File: src/rtl/cpu_trace_buffer_pkg.sv
// Shared definitions for the CPU execution-trace buffer: FSM state encoding
// and the entry-width helper used to size the trace storage.
// The optional per-entry timestamp is enabled with the TRACE_STAMP_EN macro.
package cpu_trace_buffer_pkg;

  // Capture FSM states; the encoding is visible on the state output port
  typedef enum logic [1:0] {
    ST_IDLE    = 2'd0,
    ST_ARMED   = 2'd1,
    ST_CAPTURE = 2'd2,
    ST_DONE    = 2'd3
  } state_t;

  // Packed entry layout, LSB first: wb_data, wb_addr, wb_en, instr, pc, stamp
  function automatic int entry_width(input int pc_w, input int instr_w,
                                     input int data_w, input int addr_w,
                                     input int stamp_w);
    return data_w + addr_w + 1 + instr_w + pc_w + stamp_w;
  endfunction

endpackage

File: src/rtl/cpu_trace_buffer_trace_ram.sv
// trace_ram: DEPTH x WIDTH trace storage with one synchronous write port and
// one asynchronous read port, so the oldest entry falls through to the reader.
module trace_ram #(
  parameter int WIDTH = 8,
  parameter int DEPTH = 16
) (
  input  logic                     clk,
  input  logic                     we,
  input  logic [$clog2(DEPTH)-1:0] waddr,
  input  logic [WIDTH-1:0]         wdata,
  input  logic [$clog2(DEPTH)-1:0] raddr,
  output logic [WIDTH-1:0]         rdata
);

  logic [WIDTH-1:0] mem [DEPTH];

  // Write the incoming entry on the rising edge
  always_ff @(posedge clk) begin
    if (we) begin
      mem[waddr] <= wdata;
    end
  end

  assign rdata = mem[raddr];

endmodule

File: src/rtl/cpu_trace_buffer.sv
// cpu_trace_buffer: captures retired instructions into a circular buffer with
// a PC-match trigger, stop-on-full or wrap modes, and a FWFT drain port.
// Define TRACE_STAMP_EN to store a free-running cycle stamp with each entry
// and expose it on rd_stamp.
module cpu_trace_buffer
  import cpu_trace_buffer_pkg::*;
#(
  parameter int PC_W       = 8,
  parameter int INSTR_W    = 16,
  parameter int DATA_W     = 8,
  parameter int REG_ADDR_W = 3,
  parameter int DEPTH      = 16,
  parameter int STAMP_W    = 16
) (
  input  logic                         clk,
  input  logic                         rst,
  input  logic                         arm,
  input  logic                         stop,
  input  logic                         mode_wrap,
  input  logic                         trig_en,
  input  logic [PC_W-1:0]              trig_pc,
  input  logic                         ret_valid,
  input  logic [PC_W-1:0]              ret_pc,
  input  logic [INSTR_W-1:0]           ret_instr,
  input  logic                         ret_wb_en,
  input  logic [REG_ADDR_W-1:0]        ret_wb_addr,
  input  logic [DATA_W-1:0]            ret_wb_data,
  output logic                         rd_valid,
  input  logic                         rd_ready,
  output logic [PC_W-1:0]              rd_pc,
  output logic [INSTR_W-1:0]           rd_instr,
  output logic                         rd_wb_en,
  output logic [REG_ADDR_W-1:0]        rd_wb_addr,
  output logic [DATA_W-1:0]            rd_wb_data,
  output logic [$clog2(DEPTH+1)-1:0]   count,
  output logic [1:0]                   state,
  output logic                         overflow
`ifdef TRACE_STAMP_EN
  ,output logic [STAMP_W-1:0]          rd_stamp
`endif
);

  localparam int PTR_W = $clog2(DEPTH);
  localparam int CNT_W = $clog2(DEPTH+1);
`ifdef TRACE_STAMP_EN
  localparam int S_W = STAMP_W;
`else
  // Stamp field is absent from the entry when stamping is not built in
  localparam int S_W = 0 * STAMP_W;
`endif
  localparam int ENTRY_W   = entry_width(PC_W, INSTR_W, DATA_W, REG_ADDR_W, S_W);
  localparam int OFF_DATA  = 0;
  localparam int OFF_ADDR  = OFF_DATA + DATA_W;
  localparam int OFF_WBEN  = OFF_ADDR + REG_ADDR_W;
  localparam int OFF_INSTR = OFF_WBEN + 1;
  localparam int OFF_PC    = OFF_INSTR + INSTR_W;
  localparam int OFF_STAMP = OFF_PC + PC_W;

  state_t             state_reg, state_next;
  logic [PTR_W-1:0]   wr_ptr_reg, wr_ptr_next;
  logic [PTR_W-1:0]   rd_ptr_reg, rd_ptr_next;
  logic [CNT_W-1:0]   count_reg, count_next;
  logic               overflow_reg, overflow_next;
  logic               wr_en;
  logic               full;
  logic               pop;
  logic               capture;
  logic [ENTRY_W-1:0] wr_entry;
  logic [ENTRY_W-1:0] ram_rdata;
  logic [ENTRY_W-1:0] rd_entry;

  assign full     = (count_reg == CNT_W'(DEPTH));
  assign rd_valid = (count_reg != '0);
  assign pop      = rd_valid && rd_ready;

  // A retire is eligible when armed and matching the trigger, or while capturing
  assign capture = ret_valid &&
                   (((state_reg == ST_ARMED) && (!trig_en || (ret_pc == trig_pc))) ||
                    (state_reg == ST_CAPTURE));

  // Pack the retire fields into one storage word
  assign wr_entry[OFF_DATA  +: DATA_W]     = ret_wb_data;
  assign wr_entry[OFF_ADDR  +: REG_ADDR_W] = ret_wb_addr;
  assign wr_entry[OFF_WBEN]                = ret_wb_en;
  assign wr_entry[OFF_INSTR +: INSTR_W]    = ret_instr;
  assign wr_entry[OFF_PC    +: PC_W]       = ret_pc;

`ifdef TRACE_STAMP_EN
  logic [STAMP_W-1:0] stamp_reg;

  // Free-running cycle stamp, restarted by reset and by arm
  always_ff @(posedge clk) begin
    if (rst || arm) begin
      stamp_reg <= '0;
    end else begin
      stamp_reg <= stamp_reg + STAMP_W'(1);
    end
  end

  assign wr_entry[OFF_STAMP +: STAMP_W] = stamp_reg;
  assign rd_stamp = rd_entry[OFF_STAMP +: STAMP_W];
`endif

  trace_ram #(
    .WIDTH (ENTRY_W),
    .DEPTH (DEPTH)
  ) u_trace_ram (
    .clk   (clk),
    .we    (wr_en),
    .waddr (wr_ptr_reg),
    .wdata (wr_entry),
    .raddr (rd_ptr_reg),
    .rdata (ram_rdata)
  );

  // Uninitialised storage is hidden while empty so rd_* read as zero
  assign rd_entry   = rd_valid ? ram_rdata : '0;
  assign rd_pc      = rd_entry[OFF_PC    +: PC_W];
  assign rd_instr   = rd_entry[OFF_INSTR +: INSTR_W];
  assign rd_wb_en   = rd_entry[OFF_WBEN];
  assign rd_wb_addr = rd_entry[OFF_ADDR  +: REG_ADDR_W];
  assign rd_wb_data = rd_entry[OFF_DATA  +: DATA_W];

  assign count    = count_reg;
  assign state    = state_reg;
  assign overflow = overflow_reg;

  // State, pointer, occupancy and overflow registers
  always_ff @(posedge clk) begin
    if (rst) begin
      state_reg    <= ST_IDLE;
      wr_ptr_reg   <= '0;
      rd_ptr_reg   <= '0;
      count_reg    <= '0;
      overflow_reg <= 1'b0;
    end else begin
      state_reg    <= state_next;
      wr_ptr_reg   <= wr_ptr_next;
      rd_ptr_reg   <= rd_ptr_next;
      count_reg    <= count_next;
      overflow_reg <= overflow_next;
    end
  end

  // Next-state logic: arm beats stop, stop beats capture; pops proceed unless arming
  always_comb begin
    state_next    = state_reg;
    wr_ptr_next   = wr_ptr_reg;
    rd_ptr_next   = rd_ptr_reg;
    count_next    = count_reg;
    overflow_next = overflow_reg;
    wr_en         = 1'b0;

    if (arm) begin
      state_next    = ST_ARMED;
      wr_ptr_next   = '0;
      rd_ptr_next   = '0;
      count_next    = '0;
      overflow_next = 1'b0;
    end else begin
      if (pop) begin
        rd_ptr_next = rd_ptr_reg + PTR_W'(1);
        count_next  = count_reg - CNT_W'(1);
      end

      if (stop && ((state_reg == ST_ARMED) || (state_reg == ST_CAPTURE))) begin
        state_next = ST_DONE;
      end else if (capture) begin
        if (!full || pop) begin
          // A same-cycle pop frees the slot, so a full buffer still accepts
          wr_en       = 1'b1;
          wr_ptr_next = wr_ptr_reg + PTR_W'(1);
          count_next  = pop ? count_reg : count_reg + CNT_W'(1);
          state_next  = ST_CAPTURE;
        end else if (mode_wrap) begin
          // Keep newest: overwrite the oldest slot and drag the read pointer along
          wr_en         = 1'b1;
          wr_ptr_next   = wr_ptr_reg + PTR_W'(1);
          rd_ptr_next   = rd_ptr_reg + PTR_W'(1);
          overflow_next = 1'b1;
        end else begin
          overflow_next = 1'b1;
          state_next    = ST_DONE;
        end
      end
    end
  end

endmodule

File: config.mk
export PLATFORM = sky130hd
export DESIGN_NAME = cpu_trace_buffer
export DESIGN_NICKNAME = d
export VERILOG_FILES = /design/src/rtl/cpu_trace_buffer_pkg.sv /design/src/rtl/cpu_trace_buffer_trace_ram.sv /design/src/rtl/cpu_trace_buffer.sv
export SDC_FILE = /design/constraint.sdc
export NUM_CORES = 1
export LEC_CHECK = 0
export ABC_AREA = 1
export CORE_MARGIN = 5
export CORE_UTILIZATION = 55
export DETAILED_ROUTE_END_ITERATION = 12
export DONT_BUFFER_PORTS = 1
export PLACE_DENSITY_LB_ADDON = 0.1
export RECOVER_POWER = 25
export SLEW_MARGIN = 20
export SYNTH_ARGS = -nofsm -noshare
export SYNTH_HDL_FRONTEND = slang
export SYNTH_SLANG_ARGS = --single-unit
File: constraint.sdc
create_clock -name clk -period 6.2 [get_ports clk]
set_input_delay 0.62 -clock clk [delete_from_list [all_inputs] [get_ports clk]]
set_output_delay 0.62 -clock clk [all_outputs]
set_load 0.005 [all_outputs]
==> run metrics, run 1 <==
status=completed; clk slew on worst S/H paths=about 0.060 ns; CTS tree=done; global routing usage on met2=about two fifths; CTS root buffer=clkbuf_16; Vias/cell=6.15; switching share of power=20.2%; Place WS=~2.2 ns; pwr dens=310 nW/um^2; drt total wl=57200 um; fin worst setup slack=2.02 ns; gr usage total=24.2%; Mapped Cells=1746; postcts setup bufs=0; mapped cell area=23600 um^2; fin crit period=4.18 ns; number of flops mapped to enable cells by yosys=576; DRT iter0 DRCs=1444; most frequent cells in the layout=576 x edfxtp_1, 247 x nand2_1, 163 x nor2_1, 151 x o21ai_0, 121 x a21oi_1; Leak=8.55 nW; share of layout cells above drive strength 1=8.31%; busiest grt layer=met2; register bit total from synthesis=592; internal power=6.43 mW; CTS Hold Bufs=0; DP Wirelength=a little under 30000 um; P_sw=~1.6 mW; largest stage delay on the critical path=0.80 ns; Post-synth ARST share=0%; DR WL/cell=roughly 25 um; met1 usage=34.9%; max cap viols=0; Top FF cell, synth=edfxtp_1; headroom to the max-slew limit=24.6%; first-pass GRT wire length=87300 um; Initial Utilization=a little under three fifths; H-tree Lvls=2; Die W=217 um; worst path cell trace=inv_6 -> buf_4 -> o21ai_0 -> o22ai_1 -> nand2_1 -> a211oi_1; min-delay worst type=primary input to flop; Ys Warns=0; Crit Path Class=flop to output port; drt first pass iters=5; power share of the combinational group=around 3.5%; largest net degree at the start of global routing=135; max FFs per register=between 500 and 600; min-delay src=rst; required time of the critical path=5.58 ns; worst r2r src=count[0]; number of global-route vias before repair=between 10000 and 15000; CP endpoint kind=output port; worst-skew pair later-pin latency=about 0.6 ns; Die Y=around 220 um; diode count=0; # IOs=97; Layout Nets=about 1800; core box area=roughly 42000 um^2; Worst Path Arrival=3.56 ns; Critical Path Source=rd_ptr_reg[0]; # DRC=0; FMAX=239 MHz; max-slew violation count=0; total negative slack=0 ns; site row count=75; fin crit share=67.4%; number of routed nets with antenna violations=0; via count=~14000; initial antenna violation count=0; unique cell type count in the Yosys netlist=32; register area share after synthesis=roughly three quarters; area grow syn2layout=10.3%; clock skew=0.00741 ns; PortBufs=0; post-cts resize count=0; global route overflow=0; CTS sink count=592; Peak supply drop=roughly 0.22 mV; total CTS buffers=58; gpl congestion=0.820; clock power share=around two fifths; PnR Total Power=8.06 mW; CP max stage cell=inv_6; unrepaired setup endpoints after global routing=false; Final Hold Viols=0; Flop pwr share=54.7%; clk buf depth=3; Least-Margin Pin Slew=~1.1 ns; commonest non-fill, non-tap cell in the layout=edfxtp_1; crit path max fanout=134; Setup Viol. Count Final=0; M3 GR Usage=3.84%; Avg Inst Size Synth=roughly 14 um^2; type of origin of the critical path=flop; Net Count, Synth=1807; die area=47100 um^2
power groups by stage:
stage	sequential [mW]	clock [mW]	combinational [mW]
finish	4.41	3.36	0.284
global route	4.41	3.59	0.313
CTS	4.41	3.41	0.287
detailed placement	4.50	0	0.286
global placement	4.50	0	0.284
floorplan	4.49	0	0.215
per-stage QoR:
| step | cells | instance area [um^2] | utilization, % | hold WS (ns) |
|---|---|---|---|---|
| CTS | 2320 | 26000 | 61.6 | 0.0530 |
| global placement | 2212 | 24200 | 57.3 | 0.482 |
| detailed placement | 2212 | 24200 | 57.3 | 0.483 |
| global route | 2320 | 26000 | 61.6 | 0.0734 |
| finish | 2320 | 26000 | 61.6 | 0.0910 |
| floorplan | 1746 | 23600 | - | 0.447 |
worst paths after layout:
| kind | end | slack (ns) | depth (start not counted) |
|---|---|---|---|
| worst min-delay path | state[0] | 0.09 | 1 |
| worst min register to register | overflow | 0.49 | 2 |
| worst max register to register | u_trace_ram.mem[6][4] | 2.59 | 14 |
| worst max-delay path | rd_pc[6] | 2.02 | 6 |
metal layers:
metal	vias to the layer above	routed length (um)
met2	582	27300
met4	0	1140
met5	-	0
li1	6484	-
met3	86	4300
met1	7118	24500
cell type report:
cell class              count  area [um^2]
repair buffers             33          273
clock buffers              77         1540
flip-flops and latches    592        17600
clock inverters            31          265
inverters                  43          171
fillers                  3212        16200
well taps                 539          674
multi-input cells        1005         5470
cells by family (layout without fill, tap and decap cells):
logic type,count (synthesis),count (layout),share of synthesized area [%]
DFF,592,592,74.7
and+or+nand+nor,493,493,8.44
AOI/OAI and AO/OA,419,419,10.3
buffers and inverters,149,184,2.65
muxes,72,72,3.05
xor gates and xnor gates,12,12,0.445
adders and majority gates,9,9,0.477
cells in the mapped netlist (11+ instances only):
cell      number  area (um^2)
nand3_1       15         75.1
o22ai_1       72          450
a21oi_1      121          606
dfxtp_1       16          320
nor3_1        47          235
buf_2         11         55.1
mux2i_1       72          721
o221ai_1      36          315
inv_1         35          131
o21ai_0      151          756
nor2_1       168          631
clkbuf_1      79          297
nand2_1      247          927
edfxtp_1     576        17300
a211oi_1      36          270
worst max-delay path: cells and delay by family (launching register included):
family / cells / cell delay [ns]
buffers and inverters: 2 / 1.34
DFF: 1 / 0.52
and+or+nand+nor: 1 / 0.08
AOI/OAI and AO/OA: 3 / 0.97
(Power assumes the default switching activity.)
==> run 2: changes to the inputs <==
==> constraint.sdc (replaced) <==
create_clock -name clk -period 3.6 [get_ports clk]
set_input_delay 0.36 -clock clk [delete_from_list [all_inputs] [get_ports clk]]
set_output_delay 0.36 -clock clk [all_outputs]
set_load 0.005 [all_outputs]
==> run metrics, run 2 (same netlist as run 1, synthesis figures left out) <==
die area=47100 um^2 (unchanged); required time of the critical path=3.24 ns (-2.34 ns); drt total wl=57000 um (-0.42%); CTS root buffer=clkbuf_16; Setup Viol. Count Final=0 (unchanged); type of origin of the critical path=flop; worst-skew pair later-pin latency=0.61 ns (about the same); DR WL/cell=23.7 um (-4.1%); headroom to the max-slew limit=34.3% (+9.7 points); most frequent cells in the layout=576 x edfxtp_1, 247 x nand2_1, 163 x nor2_1, 151 x o21ai_0, 121 x a21oi_1; Multi-input gate area=5460 um^2 (-0.23%); Crit Path Class=flop to output port; Least-Margin Pin Slew=0.985 ns (-0.146 ns); via count=14532 (+1.8%); CTS tree=done; Initial Utilization=55.9% (unchanged); first-pass GRT wire length=86600 um (-0.78%); min-delay worst type=primary input to flop; gr usage total=24.0% (-0.13 points); clk buf depth=3 (unchanged); core box area=42200 um^2 (unchanged); final core occ=63.8% (+2.2 points); drt first pass iters=6 (+1); DP Wirelength=31200 um (+6.5%); clock skew=0.0110 ns (+0.00360 ns); share of layout cells above drive strength 1=11.0% (+2.7 points); CTS sink count=592 (unchanged); Worst Path Arrival=2.97 ns (-0.59 ns); pwr dens=528 nW/um^2 (+70%); total CTS buffers=58 (unchanged); area grow syn2layout=14.2%; fin crit period=3.33 ns; H-tree Lvls=2 (unchanged); number of routed nets with antenna violations=0 (unchanged); FMAX=301 MHz; Hold WS=0.0598 ns (-0.0311 ns); postcts setup bufs=0 (unchanged); total negative slack=0 ns (unchanged); CP endpoint kind=output port; # IOs=97 (unchanged); Die Y=217 um (unchanged); unrepaired setup endpoints after global routing=false; site row count=75 (unchanged); Fillers=3140 (-2.2%); dpl cells=2267 (+2.5%); Finished Layout Cells=2408 (+3.8%); commonest non-fill, non-tap cell in the layout=edfxtp_1; max FFs per register=576 (unchanged); gpl congestion=0.811 (-1.0%); Final Hold Viols=0 (unchanged); DRT iter0 DRCs=1386 (-4.0%); Leak=9.02 nW (+5.5%); Vias/cell=6.03 (-1.9%); largest stage delay on the critical path=0.71 ns (-0.09 ns); crit path max fanout=22 (-84%); status=completed; CP max stage cell=dfxtp_2; PnR Total Power=14.2 mW (+77%); fin worst setup slack=0.274 ns (-1.75 ns); largest net degree at the start of global routing=73 (-46%); final instance area=26900 um^2 (+3.6%); Die W=217 um (unchanged); PortBufs=0 (unchanged); Place WS=0.672 ns (-1.54 ns); max-slew violation count=0 (unchanged); Layout Nets=1888 (+5.2%); initial antenna violation count=0 (unchanged); fin crit share=92.4%; # DRC=0 (unchanged); max cap viols=0 (unchanged); CP dominant cell by count=buf_4; Peak supply drop=0.497 mV (+120%); worst path cell trace=nor2_1 -> inv_4 -> buf_4 -> a21oi_1 -> nor3_1 -> a211oi_1 -> buf_4; global route overflow=0 (unchanged); clk slew on worst S/H paths=0.06 ns (about the same); Post-DP Area=24700 um^2 (+2.1%); number of global-route vias before repair=14151 (-0.028%); FF+latch area=17600 um^2 (unchanged)
[run 2: worst paths after layout]
| kind | start | end | slack (ns) | depth (start not counted) |
|---|---|---|---|---|
| setup / recovery | rd_ptr_reg[1] | rd_instr[8] | 0.27 | 7 |
| hold / removal | stop | rd_ptr_reg[3] | 0.06 | 4 |
| setup reg to reg | count[0] | u_trace_ram.mem[9][19] | 0.65 | 14 |
| hold reg to reg | overflow | overflow | 0.49 | 2 |
[run 2: final cells by class]
cell class	count	area share [%]
diodes	1	0.00929
clock inverters	30	1.16
flip-flops and latches	592	65.4
inverters	43	0.636
multi-input cells	1005	20.2
clock buffers	71	5.65
well taps	539	2.50
repair buffers	127	4.41
[run 2: what timing repair did]
item / 4_1_cts / 5_1_grt
setup endpoints to repair: 0 / 4
hold buffers: 39 / 0
endpoints found under the hold margin: 583 / 0
gates resized for setup: 0 / 3
[run 2: critical path, delay by kind of cell (launching register included)]
family                 cells  cell delay [ns]
flip-flops                 1             0.71
AO/OA/AOI/OAI              2             0.26
buffers and inverters      3             0.88
AND/OR/NAND/NOR            2             0.48
[run 2: per-layer routing]
metal	share of wire (%)	track usage, %
met1	43	34.4
met2	49	39.3
met3	7.0	4.34
met4	1.8	5.25
met5	0	0
[run 2: power breakdown]
part | internal (mW) | leakage (nW) | switching (mW)
Clock | 3.42 | 0.891 | 2.50
Combinational | 0.244 | 2.82 | 0.475
Sequential | 7.57 | 5.31 | 0.0200
